### config.mk
export PLATFORM = sky130hd
export DESIGN_NAME = dbus_ctrl
export DESIGN_NICKNAME = d
export VERILOG_FILES = /design/src/rtl/dbus_ctrl.sv
export SDC_FILE = /design/constraint.sdc
export NUM_CORES = 1
export LEC_CHECK = 0
export BUFFER_PORTS_ARGS = -buffer_cell sky130_fd_sc_hd__buf_2
export CAP_MARGIN = 20
export CORE_AREA = 2 2 160 162
export CTS_BUF_LIST = sky130_fd_sc_hd__clkbuf_4
export DETAILED_ROUTE_END_ITERATION = 12
export DIE_AREA = 0 0 162 164
export PLACE_DENSITY = 0.79
export SLEW_MARGIN = 20
export SYNTH_ARGS = -nofsm -noshare
export SYNTH_HDL_FRONTEND = slang
export SYNTH_SLANG_ARGS = --single-unit
export TNS_END_PERCENT = 5
### constraint.sdc
create_clock -name clk -period 6.22 [get_ports clk]
set_clock_uncertainty 0.05 [all_clocks]
set_input_delay 1.244 -clock clk [delete_from_list [all_inputs] [get_ports clk]]
set_output_delay 1.244 -clock clk [all_outputs]
set_load 0.005 [all_outputs]
### src/rtl/dbus_ctrl.sv
// dbus_ctrl: memory-stage data-bus sequencer.
// Takes one load/store from the memory stage and issues it on the data bus.
// Stores go out with byte strobes and lane-shifted data. Loads have their
// lanes extracted and extended. Misaligned accesses are answered directly
// and never reach the bus.
//
// state | meaning
// ------+-------------------------------------------------------------
// IDLE  | ready for a new access; req_ready=1
// REQ   | bus request outstanding; dreq_* held until dresp_data_ok
// RESP  | result (or misalign fault) held until writeback takes it
module dbus_ctrl (
  input  logic        clk,
  input  logic        resetn,
  input  logic        req_valid,
  output logic        req_ready,
  input  logic        req_write,
  input  logic [63:0] req_addr,
  input  logic [1:0]  req_msize,
  input  logic        req_unsigned,
  input  logic [63:0] req_wdata,
  input  logic        flush,
  output logic        dreq_valid,
  output logic [63:0] dreq_addr,
  output logic [1:0]  dreq_size,
  output logic [7:0]  dreq_strobe,
  output logic [63:0] dreq_data,
  input  logic        dresp_data_ok,
  input  logic [63:0] dresp_data,
  output logic        resp_valid,
  input  logic        resp_ready,
  output logic [63:0] resp_rdata,
  output logic        resp_misalign
);

  localparam logic [1:0] MSIZE1 = 2'd0;
  localparam logic [1:0] MSIZE2 = 2'd1;
  localparam logic [1:0] MSIZE4 = 2'd2;
  localparam logic [1:0] MSIZE8 = 2'd3;

  typedef enum logic [1:0] {
    S_IDLE = 2'd0,
    S_REQ  = 2'd1,
    S_RESP = 2'd2
  } state_t;

  state_t state_q, state_d;

  logic [63:0] addr_q;
  logic [1:0]  size_q;
  logic        unsigned_q;
  logic        write_q;
  logic [7:0]  strobe_q;
  logic [63:0] wdata_q;
  logic        misalign_q;
  logic [63:0] rdata_q;
  logic        drop_q;

  logic        accept;
  logic        misalign_in;
  logic [7:0]  strobe_base;
  logic [7:0]  strobe_in;
  logic [63:0] store_data_in;
  logic [63:0] load_shifted;
  logic [63:0] load_ext;

  assign accept = (state_q == S_IDLE) && req_valid;

  // Alignment check on the incoming request; byte accesses are always aligned.
  always_comb begin
    misalign_in = 1'b0;
    case (req_msize)
      MSIZE1:  misalign_in = 1'b0;
      MSIZE2:  misalign_in = req_addr[0];
      MSIZE4:  misalign_in = |req_addr[1:0];
      MSIZE8:  misalign_in = |req_addr[2:0];
      default: misalign_in = 1'b0;
    endcase
  end

  // Byte-enable pattern and lane-shifted store data for the incoming request.
  always_comb begin
    strobe_base = 8'h00;
    case (req_msize)
      MSIZE1:  strobe_base = 8'h01;
      MSIZE2:  strobe_base = 8'h03;
      MSIZE4:  strobe_base = 8'h0F;
      MSIZE8:  strobe_base = 8'hFF;
      default: strobe_base = 8'h00;
    endcase
    strobe_in     = strobe_base << req_addr[2:0];
    store_data_in = req_wdata << {req_addr[2:0], 3'b000};
  end

  // Load lane extraction: shifting by the byte offset works for every size
  // because aligned offsets are multiples of the access size.
  always_comb begin
    load_shifted = dresp_data >> {addr_q[2:0], 3'b000};
    load_ext     = 64'd0;
    case (size_q)
      MSIZE1:  load_ext = unsigned_q ? {56'd0, load_shifted[7:0]}
                                     : {{56{load_shifted[7]}}, load_shifted[7:0]};
      MSIZE2:  load_ext = unsigned_q ? {48'd0, load_shifted[15:0]}
                                     : {{48{load_shifted[15]}}, load_shifted[15:0]};
      MSIZE4:  load_ext = unsigned_q ? {32'd0, load_shifted[31:0]}
                                     : {{32{load_shifted[31]}}, load_shifted[31:0]};
      MSIZE8:  load_ext = load_shifted;
      default: load_ext = load_shifted;
    endcase
  end

  // State register.
  always_ff @(posedge clk) begin
    if (!resetn) state_q <= S_IDLE;
    else         state_q <= state_d;
  end

  // Next-state logic; a flush seen at any point in REQ sends the completed
  // transaction straight back to IDLE.
  always_comb begin
    state_d = state_q;
    case (state_q)
      S_IDLE: begin
        if (req_valid) state_d = misalign_in ? S_RESP : S_REQ;
      end
      S_REQ: begin
        if (dresp_data_ok) state_d = (drop_q || flush) ? S_IDLE : S_RESP;
      end
      S_RESP: begin
        if (flush || resp_ready) state_d = S_IDLE;
      end
      default: state_d = S_IDLE;
    endcase
  end

  // Handshake outputs decoded from state only.
  always_comb begin
    req_ready  = 1'b0;
    dreq_valid = 1'b0;
    resp_valid = 1'b0;
    case (state_q)
      S_IDLE:  req_ready  = 1'b1;
      S_REQ:   dreq_valid = 1'b1;
      S_RESP:  resp_valid = 1'b1;
      default: req_ready  = 1'b0;
    endcase
  end

  // Request latch, load result capture and sticky drop flag.
  always_ff @(posedge clk) begin
    if (!resetn) begin
      addr_q     <= 64'd0;
      size_q     <= MSIZE1;
      unsigned_q <= 1'b0;
      write_q    <= 1'b0;
      strobe_q   <= 8'h00;
      wdata_q    <= 64'd0;
      misalign_q <= 1'b0;
      rdata_q    <= 64'd0;
      drop_q     <= 1'b0;
    end else begin
      if (accept) begin
        addr_q     <= req_addr;
        size_q     <= req_msize;
        unsigned_q <= req_unsigned;
        write_q    <= req_write;
        strobe_q   <= (req_write && !misalign_in) ? strobe_in : 8'h00;
        wdata_q    <= (req_write && !misalign_in) ? store_data_in : 64'd0;
        misalign_q <= misalign_in;
        rdata_q    <= 64'd0;
        drop_q     <= 1'b0;
      end
      if (state_q == S_REQ) begin
        if (dresp_data_ok) begin
          rdata_q <= write_q ? 64'd0 : load_ext;
          drop_q  <= 1'b0;
        end else if (flush) begin
          drop_q  <= 1'b1;
        end
      end
    end
  end

  assign dreq_addr     = addr_q;
  assign dreq_size     = size_q;
  assign dreq_strobe   = strobe_q;
  assign dreq_data     = wdata_q;
  assign resp_rdata    = rdata_q;
  assign resp_misalign = misalign_q;

endmodule

======== Word-level counts from Yosys, hierarchy flattened ========
Cells that the tools add are included.
cells by class
  eq/ne operators ......................... 11
  shifts and indexed selects .............. 3
  multiplexer cells ....................... 25
  reductions and logical operators ........ 11
operators with widths
  kind                count
  $mux 64             8
  $pmux 64 s4         1
  $shl 64x6->64       1
  $shr 64x6->64       1
  $pmux 8 s4          1
  $eq 2x2->1 const B  5
  $mux 2              5
  $mux 8              1
  $shl 8x3->8         1
  $mux 1              7
  $eq 2x1->1 const B  3
  $logic_not 2->1     3
  $ne 2x2->1 const B  3
  $pmux 2 s3          1
  $pmux 1 s4          1
  $reduce_and 3->1    1
  $reduce_or 3->1     1
  $logic_and 1x1->1   2
  $logic_or 1x1->1    2
  $reduce_or 2->1     1
  $logic_not 1->1     1
storage, ports and cells
  register bits ........................... 208
  input bits .............................. 202
  output and inout bits ................... 206
  word-level logic and storage cells ...... 60

======== Logic depth before layout (Yosys ltp) ========
  depth after elaboration ................. 6
  depth in mapped cells ................... 9
  depth with buffers taken out ............ 5

======== Worst setup path after synthesis ========
OpenSTA, ideal clock, no wires.
  path type ............................... input to register
  start point ............................. in req_addr[1]
  end point ............................... reg wdata_q[46], in the netlist dreq_data[46]
  library setup time ...................... 0.128 ns
  data arrival time ....................... 2.591 ns
  data required time ...................... 6.042 ns
  setup slack ............................. 3.450 ns
  stages on the path ...................... 5
  path buffers ............................ 2
  cells stage by stage .................... buf_2 > buf_1 > mux4_2 > mux2i_1 > o21ai_0
on the way
  cells in the longest elaborated chain, start to end .. 5
  elaborated cells between the ends (all ways) .. 7
  those cells by class .................... shift: 1; mux: 2; reduce/logical: 4
ends and longest elaborated chain
  item                                                   line  source
  start: declaration                                     18    input logic [63:0] req_addr,
  branches (longest 4 deep; another with $shl 64x6->64)  --
  $mux 64 (*)                                            168   wdata_q <= (req_write && !misalign_in) ? store_data_in : 64'd0;
  end signal: assignment                                 168
  end: declaration                                       54    logic [63:0] wdata_q;
Mark *: on every way between the ends.
A chain may end at the register's enable or synchronous reset.

======== Worst setup path after layout ========
  start point ............................. reg addr_q[1], in the netlist dreq_addr[1]
  end point ............................... reg rdata_q[41], in the netlist resp_rdata[41]
on the way
  cells in the longest elaborated chain, start to end .. 6
  elaborated cells between the ends (all ways) .. 8
  those cells by class .................... shift: 1; mux: 7
ends and longest elaborated chain
  item                               line           source
  start: declaration                 49             logic [63:0] addr_q;
  start signal: assignment           163            addr_q <= req_addr;
  $shr 64x6->64 (*)                  98             load_shifted = dresp_data >> {addr_q[2:0], 3'b000};
  $mux 64, on equally long branches  105, 101, 103
  $pmux 64 s4 (*)                    100            case (size_q)
  $mux 64 (*)                        175            rdata_q <= write_q ? 64'd0 : load_ext;
  $mux 64 (*)                        174            if (dresp_data_ok) begin
  $mux 64 (*)                        173            if (state_q == S_REQ) begin
  end signal: assignment             175
  end: declaration                   56             logic [63:0] rdata_q;
Every way passes the cells marked *; elsewhere a longest branch is shown, timed or not.

==> qor.txt <==
status: finished, final reports clean
worst path cell trace: buf_4 -> mux2i_1 -> nor4b_1 -> or3_1 -> nor2_1 -> a22oi_1
dpl ws: 2.52 ns
Synth top area share: 39.3%
port buffer count: 407
vias: 11300
Layout Area Growth over Synthesis: 26.2%
dpl cells: 1878
Row Count: 58
synth top area cells: dfxtp_1 39%, mux2i_1 13%, nand2_1 8.5%
Slew headroom: 29.2%
Total Negative Setup Slacks: 0 ns
GR Layer Usage met3: 6.97%
Total Power: 3.20 mW
CTS root buffer: clkbuf_4
setup bufs post-CTS: 0
initial DRC count: 1000
Arr. time, crit path: 3.70 ns
GRT met1 Usage: 34.8%
number of enable flip-flop cells after synthesis: 0
die height: 164 um
WL final: 39900 um
Final Hold Viols: 0
CP endpoint kind: register
GR peak layer: met2
CTS tree: built
fmax: 0.308 GHz
CP max-delay cell: or3_1
Pwr Density: 240 nW/um^2
DRC: 0
hold path cells: 2
Post-CTS Resized: 0
fin. max-slew vios: 0
GRT Residual Overflow: 0
total CTS buffers: 57
worst skew pair latency: 0.67 ns
GP Congestion: 0.981
distinct cell type count after synthesis: 46
1st-pass router iterations: 5
Die Wd: 162 um
RSZ-0062 raised after global routing: false
Critical Path Max Stage Delay: 0.73 ns
Max Cap Violations: 0
Final Critical Period: 3.24 ns
NumNets Final: 1809
Final WS setup: 2.98 ns
ys async rst share: 0%
post-synthesis xor/xnor area fraction: 0.0827%
ys flop type: dfxtp_1
worst setup path category: register to register
# IOs: 408
Syn Inst Count: 1237
#FFs+latches synth: 208
vias per cell: 5.70
GR Util met2: 46.5%
Num Clock Sinks: 208
Synth Area in Compound Gates: 18.4%
Finished Layout Cells: 1981
H-tree levels: 2
most common cell in the synthesized netlist: nand2_1
vias in the first global route: 10800
Die ar.: 26600 sq um
total track usage: 28.5%
syn nets: 1439
crit path launch type: register
largest net degree at the start of global routing: 109
Seq/Total Area, Yosys: 39.3%
Worst Hold Class: register to register
largest family of logic cells by synthesized area: multiplexers
Post-Syn Area: 10600 sq um
core area: 24800 sq um
antenna-violating nets left: 0
syn_area_per_cell: 8.56 sq um
Initial Util: 42.7%
Worst Tran Pin Value: 1.06 ns
layout cell share with drive strength beyond 1: 33.5%
Leakage Power: 5.99 nW
critical path's top delay family: simple AND/OR/NAND/NOR gates
Clock transition at path regs: 0.07 ns
worst reg2reg path depth: 6
mux cell area share after synthesis: 20.5%
Adder-Cell Fraction of Synth Area: 0%
Buf/Inv on CP: 1
final setup fails: 0
Final period util: 52.2%
Peak VDD IR: 0.194 mV
Synth top cells by count: 239 x nand2_1, 208 x dfxtp_1, 137 x mux2i_1, 100 x nor2_1, 89 x a21oi_1
Data required, critical path: 6.67 ns
Post-Synth Simple-Gate Area: 17.1%
global-route wire length before repair: 59400 um
clk buf depth: 3
yosys warns: 0
CP max FO: 60
cts hold-fix bufs: 0
WP depth: 6
detailed-placement wirelength estimate: 29100 um
Yosys top cell by area: dfxtp_1
wire per inst: 20.2 um
initial antenna violation count: 6
## registers in the layout, indices dropped and copies added, names as in the netlist
register / flops
resp_misalign: 1
dreq_size: 2
dreq_data: 64
resp_rdata: 64
dreq_addr: 64
drop_q: 1
dreq_strobe: 8
state_q: 2
write_q: 1
unsigned_q: 1
## cells by family (layout without fill, tap and decap cells)
| kind of cell | count (synthesis) | count (layout) |
|---|---|---|
| compound gates | 320 | 320 |
| simple gates | 422 | 422 |
| buf+inv | 110 | 519 |
| other cells | 0 | 5 |
| flops | 208 | 208 |
| xor+xnor | 1 | 1 |
| mux | 176 | 176 |
## stage by stage
step / instance area, sq um / hold slack (ns) / utilization (%)
6_report: 13400 / 0.397 / 53.8
3_5_place_dp: 12700 / 0.388 / 51.1
4_1_cts: 13300 / 0.398 / 53.7
2_1_floorplan: 10600 / 0.389 / -
3_3_place_gp: 12700 / 0.380 / 51.1
5_1_grt: 13400 / 0.407 / 53.8
## worst min-delay path, stage by stage (launching register included)
cell	delay, ns
dfxtp_1	0.31
nand2_1	0.05
o21ai_1	0.05
## area by class of cell
cell class / count / area, sq um
Multi-Input combinational cell: 919 / 5980
Tap cell: 330 / 413
Inverter: 3 / 12.5
Fill cell: 2381 / 11500
Antenna cell: 5 / 12.5
Sequential cell: 208 / 4170
Timing Repair Buffer: 418 / 2120
Clock buffer: 75 / 563
Clock inverter: 23 / 91.3
## report_power, final
| group | total [mW] | internal, mW | switching, mW |
|---|---|---|---|
| logic | 0.616 | 0.250 | 0.367 |
| clock network | 1.15 | 0.559 | 0.592 |
| registers | 1.43 | 1.39 | 0.0477 |
| total | 3.20 | 2.20 | 1.01 |
## cell usage in the layout, fill, tap and decap left out, drive strengths merged, types with 3 or more instances in the layout
cell type and count:
mux2 7, a22oi 56, inv 3, a211o 8
nor3 25, o21ai 103, mux4 32, nand3 4
nor4 3, a22o 11, mux2i 137, nor2b 15
nand3b 10, nand2 239, nor2 100, diode 5
o22ai 16, dfxtp 208, or2 3, or3 3
clkinv 23, clkbuf 75, a211oi 28, a21oi 89
nor3b 6, buf 418, nand2b 5
## final timing paths
check | startpoint | end | slack (ns)
max | dreq_addr[1]$_SDFFE_PN0P_ | resp_rdata[41]$_SDFF_PN0_ | 2.98
min | resp_rdata[28]$_SDFF_PN0_ | resp_rdata[28]$_SDFF_PN0_ | 0.40
max reg2reg | dreq_addr[1]$_SDFFE_PN0P_ | resp_rdata[41]$_SDFF_PN0_ | 2.98
min reg2reg | resp_rdata[28]$_SDFF_PN0_ | resp_rdata[28]$_SDFF_PN0_ | 0.40
## metal layers
layer  vias up  share of wire, %
met2       663                47
met3       132               9.5
li1       5196                 -
met5         -             0.018
met4         2               5.2
met1      5303                39
No activity file was read; power rests on OpenSTA's default activity.
